===== config.mk =====
export PLATFORM = sky130hd
export DESIGN_NAME = serial_addsub_unit
export DESIGN_NICKNAME = d
export VERILOG_FILES = /design/src/rtl/serial_addsub_unit.sv
export SDC_FILE = /design/constraint.sdc
export NUM_CORES = 1
export LEC_CHECK = 0
export BUFFER_PORTS_ARGS = -buffer_cell sky130_fd_sc_hd__buf_2
export CORE_ASPECT_RATIO = 1.75
export CORE_MARGIN = 10
export CORE_UTILIZATION = 56
export CTS_BUF_LIST = sky130_fd_sc_hd__clkbuf_4 sky130_fd_sc_hd__clkbuf_8 sky130_fd_sc_hd__clkbuf_16
export DETAILED_ROUTE_END_ITERATION = 8
export PLACE_DENSITY_LB_ADDON = 0.05
export SYNTH_ARGS = -nofsm -noshare
export SYNTH_HDL_FRONTEND = slang
export SYNTH_SLANG_ARGS = --single-unit

===== constraint.sdc =====
create_clock -name CLK -period 2.4 [get_ports CLK]
set_clock_uncertainty 0.1 [all_clocks]
set_input_delay 0 -clock CLK [delete_from_list [all_inputs] [get_ports CLK]]
set_output_delay 0 -clock CLK [all_outputs]
set_load 0.03 [all_outputs]

===== src/rtl/serial_addsub_unit.sv =====
// serial_addsub_unit: bit-serial two's-complement adder/subtractor.
// Operands are loaded on a start pulse and pushed LSB-first through a single
// full-adder cell, one bit per clock. Each result bit is also streamed out.
// The parallel result and the carry/overflow flags update only on completion.
module serial_addsub_unit #(
    parameter int unsigned WIDTH = 8
) (
    input  logic             CLK,
    input  logic             Reset,
    input  logic             start,
    input  logic             sub,
    input  logic [WIDTH-1:0] a,
    input  logic [WIDTH-1:0] b,
    output logic             busy,
    output logic             done,
    output logic [WIDTH-1:0] sum,
    output logic             cout,
    output logic             ovf,
    output logic             bit_out,
    output logic             bit_valid
);

    localparam int unsigned CW = $clog2(WIDTH);

    typedef enum logic [1:0] {
        S_IDLE = 2'd0,
        S_RUN  = 2'd1,
        S_DONE = 2'd2
    } state_t;

    state_t           r_state;
    state_t           w_state_nxt;

    logic [WIDTH-1:0] r_a;
    logic [WIDTH-1:0] r_b;
    logic [WIDTH-1:0] r_res;
    logic             r_carry;
    logic             r_cmsb;
    logic [CW-1:0]    r_cnt;

    logic [WIDTH-1:0] w_a_nxt;
    logic [WIDTH-1:0] w_b_nxt;
    logic [WIDTH-1:0] w_res_nxt;
    logic             w_carry_nxt;
    logic             w_cmsb_nxt;
    logic [CW-1:0]    w_cnt_nxt;
    logic             w_busy_nxt;
    logic             w_done_nxt;
    logic [WIDTH-1:0] w_sum_nxt;
    logic             w_cout_nxt;
    logic             w_ovf_nxt;
    logic             w_bit_out_nxt;
    logic             w_bit_valid_nxt;

    logic [1:0]       w_fa;
    logic             w_s;
    logic             w_c;
    logic [WIDTH-1:0] w_res_sh;
    logic             w_last;
    logic             w_msb_m1;

    // Single full-adder cell and the result shift toward the LSB.
    assign w_fa     = {1'b0, r_a[0]} + {1'b0, r_b[0]} + {1'b0, r_carry};
    assign w_s      = w_fa[0];
    assign w_c      = w_fa[1];
    assign w_res_sh = {w_s, r_res[WIDTH-1:1]};
    assign w_last   = (r_cnt == CW'(WIDTH - 1));
    assign w_msb_m1 = (r_cnt == CW'(WIDTH - 2));

    // State register.
    always_ff @(posedge CLK or posedge Reset) begin
        if (Reset) begin
            r_state <= S_IDLE;
        end else begin
            r_state <= w_state_nxt;
        end
    end

    // Next-state and next-value logic for the datapath and outputs.
    always_comb begin
        w_state_nxt     = r_state;
        w_a_nxt         = r_a;
        w_b_nxt         = r_b;
        w_res_nxt       = r_res;
        w_carry_nxt     = r_carry;
        w_cmsb_nxt      = r_cmsb;
        w_cnt_nxt       = r_cnt;
        w_busy_nxt      = busy;
        w_done_nxt      = done;
        w_sum_nxt       = sum;
        w_cout_nxt      = cout;
        w_ovf_nxt       = ovf;
        w_bit_out_nxt   = bit_out;
        w_bit_valid_nxt = bit_valid;

        case (r_state)
            S_IDLE: begin
                if (start) begin
                    // Subtraction is A + ~B + 1: invert B and seed the carry.
                    w_a_nxt     = a;
                    w_b_nxt     = sub ? ~b : b;
                    w_carry_nxt = sub;
                    w_cnt_nxt   = '0;
                    w_busy_nxt  = 1'b1;
                    w_state_nxt = S_RUN;
                end
            end
            S_RUN: begin
                w_a_nxt         = {1'b0, r_a[WIDTH-1:1]};
                w_b_nxt         = {1'b0, r_b[WIDTH-1:1]};
                w_res_nxt       = w_res_sh;
                w_carry_nxt     = w_c;
                w_cnt_nxt       = r_cnt + CW'(1);
                w_bit_out_nxt   = w_s;
                w_bit_valid_nxt = 1'b1;
                if (w_msb_m1) begin
                    w_cmsb_nxt = w_c;
                end
                if (w_last) begin
                    w_sum_nxt   = w_res_sh;
                    w_cout_nxt  = w_c;
                    w_ovf_nxt   = r_cmsb ^ w_c;
                    w_done_nxt  = 1'b1;
                    w_busy_nxt  = 1'b0;
                    w_state_nxt = S_DONE;
                end
            end
            S_DONE: begin
                w_done_nxt      = 1'b0;
                w_bit_valid_nxt = 1'b0;
                w_state_nxt     = S_IDLE;
            end
            default: begin
                w_state_nxt = S_IDLE;
            end
        endcase
    end

    // Datapath and output registers.
    always_ff @(posedge CLK or posedge Reset) begin
        if (Reset) begin
            r_a       <= '0;
            r_b       <= '0;
            r_res     <= '0;
            r_carry   <= 1'b0;
            r_cmsb    <= 1'b0;
            r_cnt     <= '0;
            busy      <= 1'b0;
            done      <= 1'b0;
            sum       <= '0;
            cout      <= 1'b0;
            ovf       <= 1'b0;
            bit_out   <= 1'b0;
            bit_valid <= 1'b0;
        end else begin
            r_a       <= w_a_nxt;
            r_b       <= w_b_nxt;
            r_res     <= w_res_nxt;
            r_carry   <= w_carry_nxt;
            r_cmsb    <= w_cmsb_nxt;
            r_cnt     <= w_cnt_nxt;
            busy      <= w_busy_nxt;
            done      <= w_done_nxt;
            sum       <= w_sum_nxt;
            cout      <= w_cout_nxt;
            ovf       <= w_ovf_nxt;
            bit_out   <= w_bit_out_nxt;
            bit_valid <= w_bit_valid_nxt;
        end
    end

endmodule

* Word-level counts from Yosys, hierarchy flattened
Index checks and enable logic that the tools add are counted.
Cells by class: add/sub/neg operators 3, equal/unequal tests 6, mux-type cells 18, bitwise gates (word level) 2, reduce and logical (&&, ||, !) cells 9
Operator list (count):
- $pmux 8 s2 | 2
- $mux 8 | 3
- $reduce_and 2->1 | 5
- $not 8->8 | 1
- $pmux 1 s2 | 4
- $eq 3x3->1 const B | 2
- $pmux 3 s2 | 1
- $mux 1 | 4
- $mux 2 | 2
- $ne 2x2->1 const B | 2
- $pmux 2 s2 | 1
- $reduce_bool 2->1 | 2
- $add 3x1->3 const B | 1
- $mux 3 | 1
- $reduce_and 3->1 | 1
- $add 1x1->2 | 1
- $add 2x1->2 | 1
- $eq 2x1->1 const B | 1
- $eq 2x2->1 const B | 1
- $logic_not 2->1 | 1
- $xor 1x1->1 | 1
Storage, ports and cells: flip-flop bits (word level) 45, bits of input ports 20, output and inout port bits 14, logic and storage cells 52

* Longest topological paths before layout
depth in word-level cells 4, depth in mapped cells 6, gate-level depth less buffers 5

* Worst setup path after synthesis
OpenSTA, ideal clock, no wires.
path type register to register, from reg r_state[0], to reg r_state[0], library setup time 0.127 ns, arrival 1.415 ns, required time 2.173 ns, slack 0.757 ns, cell stages (with the launch flop) 6, path buffers 0, clock period less this slack 1.643 ns, path through dfrtp_1 inv_1 ha_1 or2b_4 o21ai_2 mux2_1
On the way: cells in the longest elaborated chain, start to end 3, elaborated cells between the ends (all ways) 6, classes of those cells eq/ne (3); mux (1); reduce/logical (2)
RTL lines:
- start: declaration | line 31 | state_t r_state;
- start signal: assignment | line 75 | r_state <= w_state_nxt;
- $eq 2x1->1 / $logic_not 2->1 (equally long branches) | line 96 | case (r_state)
- $ne 2x2->1 (no line)
- $reduce_and 2->1 (no line)
Parallel ways exist; a longest one is shown, timed or not. A chain may end at the register's enable or synchronous reset.

* Worst setup path after layout
from reg r_state[1], to reg r_a[7]
On the way: cells in the longest elaborated chain, start to end 3, elaborated cells between the ends (all ways) 6, classes of those cells eq/ne (2); mux (1); reduce/logical (3)
RTL lines:
- $eq 2x1->1 / $logic_not 2->1 (equally long branches) | line 96
- $reduce_bool 2->1 (no line) / $ne 2x2->1 (equally long branches)
- $reduce_and 2->1 (no line)
- end signal: assignment | line 156 | r_a <= w_a_nxt;
- end: declaration | line 34 | logic [WIDTH-1:0] r_a;
Parallel ways exist; a longest one is shown, timed or not.

==> flow_summary.toml <==
[outcome]
status = "complete, no violations"

[floorplanning]
pin_count = 34
placementRows = 29
coreArea_um2 = 3630
die_w_um = 66.5
die_y_um = 101
dieArea_um2 = 6730
start_util_pct = 58.3

[sta]
slew_headroom_pct = 64.1
grt_setup_unrepaired = "no"
fin_setup_tns_ns = 0
worst_pin_slew_ns = 0.538
fmax_mhz = 484
setup_viol_count_final = 0
finalCriticalPeriod_ns = 2.07
slew_violations = 0
hold_viol = 0
fin_crit_sh_pct = 86.1

[logic_synthesis]
synthCells = 165
netlist_area_um2 = 2110
yosysWarningCount = 0
avgSynthCellArea_um2 = 12.8
ys_seq_elements = 43
synth_nets = 195
netlist_top_cells_area = "dfrtp_1 (51%), mux2i_1 (7.6%), mux2_4 (6.4%)"
synth_cell_types = 26
synth_top_area_share_pct = 50.9
ys_seq_area_share_pct = 50.9
yosys.area.top_type = "dfrtp_1"

[final_layout]
syn2layout_area_growth_pct = 19.3
drive_gt1_share_pct = 35.6
mostFrequentLayoutCell = "dfrtp_1"
diodes = 0
mostFrequentLayoutCells = "dfrtp_1 (43), buf_2 (33), nand2_1 (23), mux2i_1 (16), dlygate4sd3_1 (14)"
nNetsFinal = 245

[placement]
place_congestion = 0.777
port_buffers = 33
post-dp-hpwl_um = 2790

[routing]
drt-initial-drc-count = 25
drc = 0
num_vias = 1365
vias_per_cell = 5.21
route.antenna.remaining_nets = 0
wl_per_cell_um = 14.3
first_pass_iters = 6
wl_um = 3760

[power]
power_density_nw_per_um2 = 1220
total_power_mw = 3.09
peakVddDrop_uv = 704
leakagePower_nw = 1.25

[worst_hold_path]
worstHoldPathCells = 3
hold_path.class = "input pin to register"

[clock_network]
htree_levels = 2
clock_latency_ns = 0.29
path_clk_slew_ns = 0.08
cts.sinks = 43
cts_tree = "done"
clock-root-buffer = "clkbuf_8"
cts_setup_buffers = 0
cts_buffer_depth = 2
cts_buffers = 5

[grt]
grt_max_degree = 44
grt_pass1_vias = 1480
met2_usage_pct = 21.7
grt_pass1_wl_um = 6730
grtUsageMet3_pct = 4.53
met1_usage_pct = 13.2
grt-ovfl-total = 0
grt_antenna_before_repair = 0
busiest_layer = "met2"
groute.usage.overall_pct = 12.6

[setup_path]
end_kind = "register"
reg2reg_depth = 6
worstSetupPathType = "register to register"
cp_max_fo = 10
cp.required_ns = 2.49
timing.critical_path.arrival_ns = 2.16
setup.worst_path.start_class = "register"

[run]
cap_violations = 0
[Yosys cell counts]
master,instances
fa_1,1
mux2_4,9
mux2_2,7
o2bb2ai_1,2
a32o_1,1
nand2_2,1
nand2_1,23
nand3_2,1
a21oi_1,4
inv_2,1
mux2i_1,16
xnor2_1,2
buf_6,5
mux2i_4,1
xor2_1,7
dfrtp_1,43
ha_1,9
or2b_4,1
nor2_1,1
o31ai_1,1
nand4_1,1
mux2_1,2
inv_1,5
o21ai_2,12
buf_2,2
o21ai_1,7
[where the power goes]
part | total (mW) | switching [mW] | internal (mW)
logic | 1.42 | 0.779 | 0.645
clock network | 0.453 | 0.251 | 0.202
registers | 1.21 | 0.185 | 1.03
[through the flow]
stage | hold WS, ns | std cells | utilization, % | instance area [um^2] | worst slack (ns)
4_1_cts | 0.0102 | 262 | 69.5 | 2520 | 0.320
2_1_floorplan | 0.0549 | 165 | - | 2110 | 0.757
3_3_place_gp | 0.0556 | 240 | 63.2 | 2290 | 0.632
6_report | 0.0115 | 262 | 69.5 | 2520 | 0.333
5_1_grt | 0.0398 | 262 | 69.5 | 2520 | 0.191
3_5_place_dp | 0.0645 | 240 | 63.2 | 2290 | 0.529
[critical path, stage by stage, from the launching register on]
cell and delay (ns):
dfrtp_1 0.40, inv_1 0.14, ha_1 0.38, inv_2 0.21, nand4_1 0.11, dlygate4sd3_1 0.56
nand2_1 0.06
[cell type report]
| class | count | area, um^2 |
|---|---|---|
| Clock buffer | 5 | 68.8 |
| Clock inverter | 3 | 20.0 |
| Fill cell | 283 | 1110 |
| Inverter | 6 | 22.5 |
| Multi-Input combinational cell | 109 | 950 |
| Sequential cell | 43 | 1080 |
| Tap cell | 46 | 57.6 |
| Timing Repair Buffer | 50 | 328 |
[what timing repair did]
action / in CTS / in global routing
hold endpoints to repair: 55 / 0
hold buffers: 14 / 0
gates resized for setup: 0 / 0
[cell families (layout without fill, tap and decap cells)]
logic type | after synthesis | count (layout) | share of synthesized area [%]
buffers and inverters | 13 | 64 | 4.20
muxes | 35 | 35 | 19.8
AOI/OAI and AO/OA | 27 | 27 | 9.23
DFF | 43 | 43 | 50.9
xor gates and xnor gates | 9 | 9 | 3.73
adders and majority gates | 10 | 10 | 6.27
and+or+nand+nor | 28 | 28 | 5.86
[path summary, 6_finish.rpt]
path                       startpoint         end  slack, ns
min in group asynchronous       Reset      r_b[3]       0.28
hold reg to reg                r_b[5]      r_b[5]       0.38
hold / removal                  start        busy       0.01
max in group asynchronous       Reset  r_state[0]       1.57
setup reg to reg           r_state[1]      r_a[7]       0.33
setup / recovery           r_state[1]      r_a[7]       0.33
[layer usage]
layer,share of wire (%),wire (um),vias to the layer above
li1,-,-,667
met1,40,1500,664
met2,52,1970,28
met3,6.1,228,6
met4,1.6,60,0
met5,0,0,-
[registers in the layout, indices dropped and copies added (netlist names)]
register and count:
bit_out 1, bit_valid 1, busy 1, cout 1, done 1, ovf 1
r_a 8, r_b 8, r_carry 1, r_cmsb 1, r_cnt 3, r_res 6
r_state 2, sum 8
Power figures use the tool's default switching activity.
